===== src/rtl/arduino_link_tx.sv =====
// FPGA->Arduino link transmitter: shifts a 19-bit {sync, box, score, parity}
// frame out on gpio_sdata/gpio_sclk/gpio_frame, then waits for an ack edge.
module arduino_link_tx #(
  parameter int CLK_DIV     = 250,
  parameter int ACK_TIMEOUT = 50000
) (
  input  logic        CLOCK_50,
  input  logic        reset,
  input  logic        send_valid,
  output logic        send_ready,
  input  logic [2:0]  box_in,
  input  logic [10:0] score_in,
  output logic        gpio_sdata,
  output logic        gpio_sclk,
  output logic        gpio_frame,
  input  logic        gpio_ack,
  output logic        busy,
  output logic        tx_done,
  output logic        tx_error
);

  localparam int DW = (CLK_DIV > 1) ? $clog2(CLK_DIV) : 1;
  localparam int TW = (ACK_TIMEOUT > 1) ? $clog2(ACK_TIMEOUT) : 1;
  localparam logic [DW-1:0] DIV_MAX = DW'(CLK_DIV - 1);
  localparam logic [TW-1:0] TO_MAX  = TW'(ACK_TIMEOUT - 1);
  localparam logic [4:0]    LAST_BIT = 5'd18;

  typedef enum logic [1:0] {IDLE, SHIFT, WAIT_ACK} state_t;

  state_t        state_q, state_d;
  logic [18:0]   shreg_q, shreg_d;
  logic [4:0]    bit_q, bit_d;
  logic [DW-1:0] div_q, div_d;
  logic          sclk_q, sclk_d;
  logic [TW-1:0] to_q, to_d;
  logic          sync1_q, sync1_d;
  logic          sync2_q, sync2_d;
  logic          sync3_q, sync3_d;
  logic          rise_q, rise_d;

  // State and datapath registers; reset clears everything, dropping the
  // GPIO lines in the same cycle since they decode from these flops.
  always_ff @(posedge CLOCK_50 or posedge reset) begin
    if (reset) begin
      state_q <= IDLE;
      shreg_q <= '0;
      bit_q   <= '0;
      div_q   <= '0;
      sclk_q  <= 1'b0;
      to_q    <= '0;
      sync1_q <= 1'b0;
      sync2_q <= 1'b0;
      sync3_q <= 1'b0;
      rise_q  <= 1'b0;
    end else begin
      state_q <= state_d;
      shreg_q <= shreg_d;
      bit_q   <= bit_d;
      div_q   <= div_d;
      sclk_q  <= sclk_d;
      to_q    <= to_d;
      sync1_q <= sync1_d;
      sync2_q <= sync2_d;
      sync3_q <= sync3_d;
      rise_q  <= rise_d;
    end
  end

  // Next-state: frame latch, bit-clock divider, shifter and ack wait.
  always_comb begin
    state_d  = state_q;
    shreg_d  = shreg_q;
    bit_d    = bit_q;
    div_d    = div_q;
    sclk_d   = sclk_q;
    to_d     = to_q;
    tx_done  = 1'b0;
    tx_error = 1'b0;
    sync1_d  = gpio_ack;
    sync2_d  = sync1_q;
    sync3_d  = sync2_q;
    // Only edges seen while waiting count; a level held across entry
    // never produces an edge here.
    rise_d   = (state_q == WAIT_ACK) && sync2_q && !sync3_q;
    unique case (state_q)
      IDLE: begin
        if (send_valid) begin
          shreg_d = {4'b1010, box_in, score_in, ^{box_in, score_in}};
          bit_d   = '0;
          div_d   = '0;
          sclk_d  = 1'b0;
          state_d = SHIFT;
        end
      end
      SHIFT: begin
        if (div_q == DIV_MAX) begin
          div_d  = '0;
          sclk_d = !sclk_q;
          if (sclk_q) begin
            if (bit_q == LAST_BIT) begin
              sclk_d  = 1'b0;
              to_d    = '0;
              state_d = WAIT_ACK;
            end else begin
              shreg_d = {shreg_q[17:0], 1'b0};
              bit_d   = bit_q + 5'd1;
            end
          end
        end else begin
          div_d = div_q + 1'b1;
        end
      end
      WAIT_ACK: begin
        if (rise_q) begin
          tx_done = 1'b1;
          state_d = IDLE;
        end else if (to_q == TO_MAX) begin
          tx_error = 1'b1;
          state_d  = IDLE;
        end else begin
          to_d = to_q + 1'b1;
        end
      end
      default: state_d = IDLE;
    endcase
  end

  // Output decode straight from registered state.
  always_comb begin
    send_ready = (state_q == IDLE);
    busy       = (state_q != IDLE);
    gpio_frame = (state_q == SHIFT);
    gpio_sdata = (state_q == SHIFT) && shreg_q[18];
    gpio_sclk  = sclk_q;
  end

endmodule


===== config.mk =====
export PLATFORM = sky130hd
export DESIGN_NAME = arduino_link_tx
export DESIGN_NICKNAME = d
export VERILOG_FILES = /design/src/rtl/arduino_link_tx.sv
export SDC_FILE = /design/constraint.sdc
export NUM_CORES = 1
export LEC_CHECK = 0
export CORE_MARGIN = 4
export CORE_UTILIZATION = 34
export DETAILED_ROUTE_END_ITERATION = 10
export DONT_BUFFER_PORTS = 1
export SKIP_CTS_REPAIR_TIMING = 1
export SYNTH_ARGS = -nofsm -noshare
export SYNTH_HDL_FRONTEND = slang
export SYNTH_SLANG_ARGS = --single-unit

===== constraint.sdc =====
create_clock -name CLOCK_50 -period 3.2 [get_ports CLOCK_50]
set_clock_uncertainty 0.15 [all_clocks]
set_input_delay 0.64 -clock CLOCK_50 [delete_from_list [all_inputs] [get_ports CLOCK_50]]
set_output_delay 0.64 -clock CLOCK_50 [all_outputs]
set_load 0.03 [all_outputs]

==> results of run 1 <==
per-layer routing:
layer	wire (µm)	global-route usage (%)	vias up
li1	-	-	1067
met1	2850	17.9	1026
met2	2600	18.5	33
met3	311	3.13	9
met4	59	2.80	0
met5	0	0	-
synthesized netlist by cell type (4+ instances only):
library cell	number	area, µm²
a21oi_1	11	55.1
a31oi_1	24	150
a41oi_1	5	43.8
and2_1	7	43.8
and3_1	5	31.3
buf_2	9	45.0
clkbuf_1	4	15.0
dfrtp_1	55	1380
ha_1	5	62.6
inv_1	8	30.0
nand2_1	59	221
nand3_1	4	20.0
nand4_1	7	43.8
nor2_1	25	93.8
nor3_1	4	20.0
o21ai_0	9	45.0
xnor2_1	12	105
xor2_1	8	70.1
worst max path at each step:
| stage | end | startpoint | slack [ns] |
|---|---|---|---|
| 3_3_place_gp | tx_error | to_q[0] | 1.06 |
| 3_5_place_dp | to_q[1] | div_q[1] | 1.04 |
| 6_report | tx_error | to_q[0] | 0.70 |
| 5_1_grt | tx_error | to_q[0] | 0.59 |
| 2_1_floorplan | tx_error | to_q[0] | 0.82 |
| 4_1_cts | tx_error | to_q[0] | 0.69 |
cell type report:
class,count,area share [%]
timing repair buffer,6,1.46
clock buffer,6,2.36
clock inverter,1,0.976
inverter,9,1.10
multi-input combinational,224,45.1
tap,105,4.27
sequential,55,44.8
registers in the layout (all words and copies together) (netlist names):
register / flops
gpio_sclk: 1
sync2_q: 1
sync1_q: 1
bit_q: 5
to_q: 16
state_q: 2
shreg_q: 19
sync3_q: 1
rise_q: 1
div_q: 8
through the flow:
stage / cell area (µm²) / setup WS, ns / utilization [%] / hold slack, ns
2_1_floorplan: 2900 / 0.822 / - / 0.181
3_3_place_gp: 2970 / 1.06 / 36.0 / 0.194
3_5_place_dp: 2970 / 1.04 / 36.0 / 0.186
4_1_cts: 3080 / 0.692 / 37.2 / 0.130
5_1_grt: 3080 / 0.587 / 37.2 / 0.157
6_report: 3080 / 0.696 / 37.2 / 0.117
logic make-up after synthesis:
group,Yosys count,share of synthesized area (%)
flops,55,47.5
mux,1,0.345
buf+inv,26,4.66
xor+xnor,20,6.04
simple gates,130,22.6
fa+ha+maj,5,2.16
compound gates,68,16.7
where the power goes:
group	internal, mW	switching, mW	leakage, nW	total, mW
combinational	0.118	0.128	0.538	0.246
clock	0.230	0.214	0.0513	0.444
sequential	0.789	0.104	0.703	0.894
==> flow_summary.yaml, run 1 <==
outcome:
  status: "complete, no violations"
finish:
  final_layout_size_suffix_gt1_share_pct: 8.31
  final_common_cell: "nand2_1"
  antenna-diode-count: 0
  multiInputGateArea_mm2: 0.00139
  final_cells: 406
  area_growth_pct: 6.13
  fillCellCount: 833
  final_cell_mix: "nand2_1, dfrtp_1, nor2_1"
  seqCellArea_mm2: 0.00138
  nNetsFinal: 324
critical_path:
  cp.required_ns: 2.41
  crit_family: "simple AND/OR/NAND/NOR gates"
  crit_type: "flop to output port"
  cp_num_buf_inv: 1
  cp_cell_sequence: "ha_1 -> and3_1 -> nand4_1 -> nor3_1 -> buf_4"
  regToRegSetupSlack_ns: 0.99
  reg2regPathDepth: 8
  startpoint_type: "flop"
  end_kind: "output port"
  slowest_delay_ns: 0.39
  r2r-start: "div_q[1]"
  rr_endpoint: "to_q[1]"
  slowest_stage: "dfrtp_1"
  cp_num_cells: 5
  arrival_ns: 1.71
  path_max_fanout: 6
routing:
  antenna_left: 0
  first_iter_violations: 112
  drc: 0
  wirelength_mm: 5.82
  viasPerCell: 5.26
  num_vias: 2135
  post_drt_wl_per_cell_um: 14.3
  firstDrtPassIters: 4
pwr:
  p_per_area_mw_per_mm2: 515
  irDropWorstVdd_uv: 265
  total_power_mw: 1.58
  power_leakage_nw: 1.29
logic_synthesis:
  synth-seq-cells: 55
  syn_nets: 328
  yosysSeqAreaShare_pct: 47.5
  ys_types: 49
  async_flop_share_pct: 100
  synth_edf_count: 0
  ys_warn_count: 0
  syn_inst: 305
  synthFlopType: "dfrtp_1"
  avgSynthCellArea_um2: 9.50
  netlist_area_mm2: 0.00290
global_routing:
  first_global_vias: 2048
  grt_max_degree: 31
  grt.total_usage_pct: 12.3
  grt_overflow: 0
  antenna_found_initial: 0
  grt_pass1_wl_mm: 10.1
floorplanning:
  dieArea_mm2: 0.0101
  ios: 25
  initial_core_util_pct: 35.1
  core_mm2: 0.00826
  rows: 33
  die_y_um: 100
  die_w_um: 100
clock_tree:
  root_buffer: "clkbuf_8"
  h-tree-depth: 2
  clk_latency_ns: 0.31
  cts_tree: "yes"
  cts.sink_count: 55
  path_clk_slew_ns: 0.09
  cts_made_buffers: 5
  clockBufferDepth: 2
timing:
  tns_ns: 0
  rsz0062_at_grt: "false"
  max_clock_freq_ghz: 0.399
  finalHoldViolCount: 0
  relSlewSlack_pct: 55.2
  fin_crit_sh_pct: 78.3
  worstMarginPinSlew_ns: 0.669
  period_minus_slack_ns: 2.50
  slew_violations: 0
  setup_viol: 0
flow_run:
  drv_cap: 0
placed_design:
  gp_congestion: 0.843
  hpwl_mm: 4.09
  io_buffer_count: 0
  place_inst: 399
min_path:
  hold_class: "input pin to asynchronous set/reset pin"
No activity file was read; power rests on OpenSTA's default activity.
==> inputs of run 2 (changes only) <==
- clock period: 3.2 -> 2.2 ns (I/O delays scaled with it)
==> run 2 against run 1 <==
  * The flow now finishes with violations (setup timing)
  * First-iteration DRC count grew 0.89%
  * Critical path type unchanged
  * Sequential share of layout area shrank 2.4 points
  * Via count grew 4.2%
  * Sequential power grew 42%
  * Combinational power grew 67%
==> flow_summary.yaml, run 2 (same netlist as run 1, synthesis figures left out) <==
outcome:
  status: "finished with violations"
  failed_checks: "setup timing"
placed_design:
  placed_area_mm2: 0.00306
  hpwl_mm: 4.18
  io_buffer_count: 0
  gp_congestion: 0.808
critical_path:
  slowest_stage: "dfrtp_1"
  cp_cell_sequence: "nor4bb_2 -> nand4_1 -> nor3_2 -> buf_4"
  rr_endpoint: "shreg_q[15]"
  startpoint_type: "flop"
  slowest_delay_ns: 0.44
  crit_type: "flop to output port"
  cp.required_ns: 1.61
  regToRegSetupSlack_ns: 0.07
  end_kind: "output port"
  reg2regPathDepth: 6
  r2r-start: "bit_q[0]"
  path_max_fanout: 4
  arrival_ns: 1.65
timing:
  period_minus_slack_ns: 2.24
  fin_crit_sh_pct: 102
  relSlewSlack_pct: 71.5
  max_clock_freq_ghz: 0.446
  slew_violations: 0
  setup_viol: 1
  rsz0062_at_grt: "true"
  setup_slack_ns: -0.0444
  worstMarginPinSlew_ns: 0.426
  finalHoldViolCount: 0
routing:
  post_drt_wl_per_cell_um: 14.6
  first_iter_violations: 113
  firstDrtPassIters: 4
  drc: 0
  num_vias: 2225
  wirelength_mm: 6.19
  viasPerCell: 5.24
  antenna_left: 0
pwr:
  power_leakage_nw: 1.38
  total_power_mw: 2.29
  p_per_area_mw_per_mm2: 703
  irDropWorstVdd_uv: 327
floorplanning:
  die_w_um: 100
  rows: 33
  core_mm2: 0.00826
  dieArea_mm2: 0.0101
  ios: 25
  die_y_um: 100
  initial_core_util_pct: 35.1
finish:
  final_layout_size_suffix_gt1_share_pct: 15.9
  final_common_cell: "nand2_1"
  fillCellCount: 814
  final_cell_mix: "nand2_1, dfrtp_1, nor2_1"
  seqCellArea_mm2: 0.00138
  multiInputGateArea_mm2: 0.00143
  largest_reg_flops: 19
  nNetsFinal: 342
  regMostFlops: "shreg_q"
  area_growth_pct: 12.3
  stdcell_area_mm2: 0.00326
  antenna-diode-count: 0
  reg_top3: "shreg_q (19), to_q (16), div_q (8)"
min_path:
  holdPathStages: 2
  hold_class: "input pin to flop"
  hold_start: "score_in[4]"
  holdPathEnd: "shreg_q[5]"
global_routing:
  grt_overflow: 0
  grt_pass1_wl_mm: 10.5
  grt.total_usage_pct: 12.8
  antenna_found_initial: 0
  grt_max_degree: 40
  first_global_vias: 2226
clock_tree:
  cts.sink_count: 55
  clk_latency_ns: 0.32
  clockBufferDepth: 2
  cts_made_buffers: 5
  root_buffer: "clkbuf_8"
  h-tree-depth: 2
  path_clk_slew_ns: 0.12
  cts_tree: "yes"
flow_run:
  drv_cap: 0
## run 2: cell count changes in the layout (fill, tap and decap cells not counted), moves of 2 or more
cell / change
buf_4: +13
dlygate4sd3_1: +2
nor4bb_1: -2
nor4bb_2: +2
## run 2: cell type report
class	instances	share of cell area, %
clock buffers	5	2.11
flip-flops and latches	55	42.3
clock inverters	3	0.846
inverters	9	1.04
repair buffers	22	5.61
well taps	105	4.04
multi-input cells	226	44.0
## run 2: routing by layer
metal	up-vias	part of all wire (%)	track usage [%]
li1	1108	-	-
met3	6	4.0	2.99
met5	-	0	0
met4	0	0.74	2.49
met1	1078	48	17.4
met2	33	48	20.9
## run 2: worst max-delay path by stage
stage / start / endpoint / depth (start not counted)
6_report: to_q[12] / tx_error / 4
3_5_place_dp: div_q[1] / shreg_q[11] / 7
3_3_place_gp: bit_q[0] / shreg_q[14] / 7
4_1_cts: to_q[0] / tx_error / 5
5_1_grt: to_q[12] / tx_error / 4
2_1_floorplan: to_q[0] / tx_error / 5
## run 2: metrics by stage
stage | instances | util [%] | setup WS [ns] | hold WS, ns | setup TNS (ns)
after CTS | 417 | 38.2 | -0.138 | -0.171 | -0.138
after global placement | 409 | 37.1 | 0.148 | 0.172 | 0
after global routing | 425 | 39.4 | -0.217 | 0.0884 | -0.282
after floorplan | 305 | - | 0.0218 | 0.181 | 0
final | 425 | 39.4 | -0.0444 | 0.0978 | -0.0444
after detailed placement | 409 | 37.1 | 0.0835 | 0.179 | 0
## run 2: power breakdown
group          internal, mW  switching [mW]
registers              1.15           0.127
clock network         0.235           0.368
logic                 0.193           0.217
## run 2: critical path, delay by kind of cell (launching register included)
kind | cells | cell delay (ns)
buffers and inverters | 1 | 0.19
flip-flops | 1 | 0.44
AND/OR/NAND/NOR | 3 | 0.71
